===== src/rtl/sun_pll_ctrl.sv =====
// Ring-oscillator PLL power-up sequencer and lock detector.
// The lock detector compares feedback edges against reference edges over repeated windows.
//
// state     | meaning
// ----------+------------------------------------------------------------
// S_OFF     | PLL powered down, waiting for en
// S_SETTLE  | PLL powered, waiting SETTLE_CYC cycles before measuring
// S_MEASURE | counting windows until LOCK_WINS good in a row, or timeout
// S_LOCKED  | lock reported; windows keep running, a bad one drops lock
// S_FAIL    | lock timeout; PLL powered down until en is seen low
module sun_pll_ctrl #(
    parameter int SETTLE_CYC   = 1024,
    parameter int WIN_REF      = 64,
    parameter int TOL          = 2,
    parameter int LOCK_WINS    = 4,
    parameter int TIMEOUT_WINS = 64,
    parameter int CW           = 8
) (
    input  logic          clk,
    input  logic          rst,
    input  logic          en,
    input  logic          ck_ref_s,
    input  logic          ck_fb_s,
    output logic          pwrup_1v8,
    output logic          locked,
    output logic          fail,
    output logic          loss,
    output logic          busy,
    output logic [CW-1:0] fb_count
);

    localparam int SW      = $clog2(SETTLE_CYC + 1);
    localparam int GW      = $clog2(LOCK_WINS + 1);
    localparam int TW      = $clog2(TIMEOUT_WINS + 1);
    localparam int GOOD_LO = (WIN_REF > TOL) ? WIN_REF - TOL : 0;
    localparam int GOOD_HI = WIN_REF + TOL;

    typedef enum logic [2:0] {
        S_OFF,
        S_SETTLE,
        S_MEASURE,
        S_LOCKED,
        S_FAIL
    } state_t;

    state_t          state;
    logic [SW-1:0]   settle_cnt;
    logic [CW-1:0]   ref_cnt;
    logic [CW-1:0]   fb_cnt;
    logic [GW-1:0]   good_cnt;
    logic [TW-1:0]   win_cnt;
    logic            ref_prev;
    logic            fb_prev;

    logic            rise_ref;
    logic            rise_fb;
    logic [CW-1:0]   fb_next;
    logic            win_close;
    logic            win_good;
    logic [GW-1:0]   good_next;
    logic [TW-1:0]   win_next;

    assign rise_ref = ck_ref_s & ~ref_prev;
    assign rise_fb  = ck_fb_s & ~fb_prev;

    // fb_next already includes an fb rise on the closing cycle, so that edge lands in the closing window
    always_comb begin
        fb_next = fb_cnt;
        if (rise_fb && (fb_cnt != {CW{1'b1}}))
            fb_next = fb_cnt + 1'b1;
    end

    assign win_close = rise_ref && (ref_cnt == CW'(WIN_REF - 1));
    assign win_good  = (fb_next >= CW'(GOOD_LO)) && (fb_next <= CW'(GOOD_HI));
    assign good_next = win_good ? good_cnt + 1'b1 : '0;
    assign win_next  = win_cnt + 1'b1;

    always_ff @(posedge clk) begin
        if (rst) begin
            state      <= S_OFF;
            settle_cnt <= '0;
            ref_cnt    <= '0;
            fb_cnt     <= '0;
            good_cnt   <= '0;
            win_cnt    <= '0;
            ref_prev   <= 1'b0;
            fb_prev    <= 1'b0;
            pwrup_1v8  <= 1'b0;
            locked     <= 1'b0;
            fail       <= 1'b0;
            loss       <= 1'b0;
            busy       <= 1'b0;
            fb_count   <= '0;
        end else begin
            ref_prev <= ck_ref_s;
            fb_prev  <= ck_fb_s;
            loss     <= 1'b0;
            if (!en) begin
                state      <= S_OFF;
                settle_cnt <= '0;
                ref_cnt    <= '0;
                fb_cnt     <= '0;
                good_cnt   <= '0;
                win_cnt    <= '0;
                pwrup_1v8  <= 1'b0;
                locked     <= 1'b0;
                fail       <= 1'b0;
                busy       <= 1'b0;
                fb_count   <= '0;
            end else begin
                case (state)
                    S_OFF: begin
                        state      <= S_SETTLE;
                        settle_cnt <= SW'(SETTLE_CYC - 1);
                        pwrup_1v8  <= 1'b1;
                        busy       <= 1'b1;
                    end
                    S_SETTLE: begin
                        if (settle_cnt == '0) begin
                            state    <= S_MEASURE;
                            ref_cnt  <= '0;
                            fb_cnt   <= '0;
                            good_cnt <= '0;
                            win_cnt  <= '0;
                        end else begin
                            settle_cnt <= settle_cnt - 1'b1;
                        end
                    end
                    S_MEASURE, S_LOCKED: begin
                        if (win_close) begin
                            ref_cnt  <= '0;
                            fb_cnt   <= '0;
                            fb_count <= fb_next;
                            if (state == S_MEASURE) begin
                                good_cnt <= good_next;
                                win_cnt  <= win_next;
                                // lock wins when it coincides with the timeout window
                                if (good_next == GW'(LOCK_WINS)) begin
                                    state  <= S_LOCKED;
                                    locked <= 1'b1;
                                    busy   <= 1'b0;
                                end else if (win_next == TW'(TIMEOUT_WINS)) begin
                                    state     <= S_FAIL;
                                    fail      <= 1'b1;
                                    pwrup_1v8 <= 1'b0;
                                    busy      <= 1'b0;
                                end
                            end else if (!win_good) begin
                                state    <= S_MEASURE;
                                locked   <= 1'b0;
                                loss     <= 1'b1;
                                busy     <= 1'b1;
                                good_cnt <= '0;
                                win_cnt  <= '0;
                            end
                        end else begin
                            ref_cnt <= ref_cnt + CW'(rise_ref);
                            fb_cnt  <= fb_next;
                        end
                    end
                    S_FAIL: begin
                        state <= S_FAIL;
                    end
                    default: begin
                        state <= S_OFF;
                    end
                endcase
            end
        end
    end

endmodule


===== config.mk =====
export PLATFORM = sky130hd
export DESIGN_NAME = sun_pll_ctrl
export DESIGN_NICKNAME = d
export VERILOG_FILES = /design/src/rtl/sun_pll_ctrl.sv
export SDC_FILE = /design/constraint.sdc
export NUM_CORES = 1
export LEC_CHECK = 0
export CORE_MARGIN = 1.5
export CORE_UTILIZATION = 62
export CTS_BUF_LIST = sky130_fd_sc_hd__clkbuf_16
export DETAILED_ROUTE_END_ITERATION = 12
export MAX_ROUTING_LAYER = met4
export PLACE_DENSITY = 0.83
export SLEW_MARGIN = 30
export SYNTH_ARGS = -nofsm -noshare
export SYNTH_HDL_FRONTEND = slang
export SYNTH_SLANG_ARGS = --single-unit

===== constraint.sdc =====
create_clock -name clk -period 5.4 [get_ports clk]
set_clock_uncertainty 0.05 [all_clocks]
set_input_delay 1.08 -clock clk [delete_from_list [all_inputs] [get_ports clk]]
set_output_delay 1.08 -clock clk [all_outputs]
set_load 0.1 [all_outputs]

==> impl_metrics.ini <==
[global_route]
grt_pass1_wl_um = 10930
grt_pass1_vias = 2317
antenna_found_initial = 0
grt_max_degree = 25
globalRoute.totalOverflow = 0
grt.total_usage_pct = 28.10

[flow_run]
maxCapViolCount = 0

[cells_and_area]
nets = 360
stdcell_count = 402
final_common_cell = dfxtp_1
post-route-util_pct = 72.70
final_cell_mix = 55 x dfxtp_1, 43 x nor2_1, 38 x nand2_1
diodes = 0
syn2layout_area_growth_pct = 12.44
drive_above_1_share_pct = 6.571

[sta]
worst_hold_slack_ns = 0.3976
tightest_slew_ns = 1.018
grt_setup_unrepaired = no
slew_violations = 0
fmax_ghz = 0.2658
final-setup-viol-count = 0
fin_crit_sh_pct = 69.66
tns_ns = 0
hold_viol = 0
min_period_ns = 3.762
slew_headroom_pct = 31.90

[yosys]
syn-cell-area_um2 = 2815
syn-num-nets = 348
synth_area_leaders = dfxtp_1 39%, nor2_1 5.7%, nand2_1 5.1%
ys_ff_latch = 55
synth-main-ff-cell = dfxtp_1
synth.avg_cell_area_um2 = 8.354
synth_top_area_cell = dfxtp_1
seq_area_frac_synth_pct = 39.11
netlist-cell-type-count = 58
syn_inst = 337
synth-edff-count = 0
ys_warn_count = 0
synth.top_cell.area_share_pct = 39.11
synthArstFlopShare_pct = 0

[place]
numPortBuffers = 17
dp_cells = 394
gp_congestion = 0.9722
hpwl_um = 4416

[routing]
wl_um = 6467
drt_iter0_markers = 284
num_vias = 2536
drc = 0
dr.pass1.iters = 5
ant_nets = 0
wl_per_cell_um = 16.09
routed_via_density = 6.308

[clock_tree]
clock_sinks = 55
htreeDepth = 2
clk_pin_slew_ns = 0.07
clock_latency_ns = 0.29
cts_hold_buf = 0
cts_tree = built
cts_resized = 0
cts-root-buf = clkbuf_16
numCtsBuffers = 5
post-cts-setup-buffers = 0
clockBufferDepth = 2

[die]
row_count = 24
die_h_um = 70.39
initial_core_util_pct = 64.66
ios = 18
dieArea_um2 = 4954
core_um2 = 4354
die_w_um = 70.39

[setup_path]
cp-start-kind = input pin
critPathKind = in -> reg
cp.arrival_ns = 3.94
crit_required_ns = 5.58
cp_max_fo = 10
endpoint_kind = flop

[pwr]
p_total_mw = 0.9581
power.density_nw_per_um2 = 302.7
vdd_drop_max_uv = 229.4
p_leak_nw = 1.104

[run_status]
status = completed

[min_path]
hold_class = reg -> reg
## sequential cells by signal, summed over array words and instances, names as in the netlist
signal,flops
busy,1
fail,1
fb_cnt,8
fb_count,8
fb_prev,1
good_cnt,3
locked,1
loss,1
pwrup_1v8,1
ref_cnt,8
ref_prev,1
settle_cnt,11
state,3
win_cnt,7
## power breakdown
group | total [mW] | switching (mW) | internal, mW | leakage (nW)
Combinational | 0.147 | 0.0977 | 0.0490 | 0.576
Sequential | 0.442 | 0.0218 | 0.420 | 0.447
Clock | 0.370 | 0.151 | 0.219 | 0.0818
Total | 0.958 | 0.270 | 0.688 | 1.10
## worst paths after layout
check                                            startpoint                           to  cells past startpoint  slack [ns]
worst max-delay path                                ck_fb_s        state[0]$_SDFFE_PP0P_                      9        1.64
worst max register to register        state[0]$_SDFFE_PP0P_     good_cnt[2]$_SDFFE_PP0P_                      8        2.16
worst min-delay path            settle_cnt[10]$_SDFFE_PP0P_  settle_cnt[10]$_SDFFE_PP0P_                      2        0.40
worst min register to register  settle_cnt[10]$_SDFFE_PP0P_  settle_cnt[10]$_SDFFE_PP0P_                      2        0.40
## synthesized netlist by cell type (7+ instances only)
| cell | instances |
|---|---|
| a22oi_1 | 10 |
| nor3_1 | 11 |
| dfxtp_1 | 55 |
| nand2_1 | 38 |
| a21oi_1 | 28 |
| xor2_1 | 8 |
| clkbuf_1 | 8 |
| nor2_1 | 43 |
| o21ai_0 | 11 |
| a31oi_1 | 9 |
| nor2b_1 | 7 |
| nand3_1 | 9 |
## layer usage
layer | GRT usage (%) | vias to the layer above | part of all wire, %
met5 | - | - | 0
met4 | 10.68 | 0 | 2.5
met3 | 5.051 | 15 | 4.9
met2 | 43.29 | 95 | 47
met1 | 36.85 | 1169 | 46
li1 | - | 1257 | -
## worst max-delay path: stages
cell	delay [ns]
clkdlybuf4s50_1	0.55
and4b_1	0.35
a21oi_1	0.12
a41oi_2	0.32
and4_4	0.29
mux2i_4	0.10
or4b_4	0.57
a2111o_1	0.43
mux2i_1	0.12
## per-stage QoR
| step | area, um^2 | worst slack, ns |
|---|---|---|
| 2_1_floorplan | 2815 | 2.137 |
| 3_3_place_gp | 2998 | 1.474 |
| 3_5_place_dp | 2998 | 1.385 |
| 4_1_cts | 3166 | 1.679 |
| 5_1_grt | 3166 | 1.524 |
| 6_report | 3166 | 1.638 |
## area by class of cell
cell class / count / area (um^2)
multi-input cells: 263 / 1628
fillers: 324 / 1189
flip-flops and latches: 55 / 1101
repair buffers: 19 / 185.2
clock buffers: 5 / 125.1
well taps: 52 / 65.06
clock inverters: 3 / 42.54
inverters: 5 / 18.77
## cells by family (layout without fill, tap and decap cells)
kind of cell	after synthesis	in the layout	share of synthesized area (%)
AOI/OAI and AO/OA	86	86	20.53
xor gates and xnor gates	14	14	4.356
adders and majority gates	6	6	2.667
buffers and inverters	19	32	3.067
DFF	55	55	39.11
muxes	4	4	1.911
and+or+nand+nor	153	153	28.36
Power figures use the tool's default switching activity.
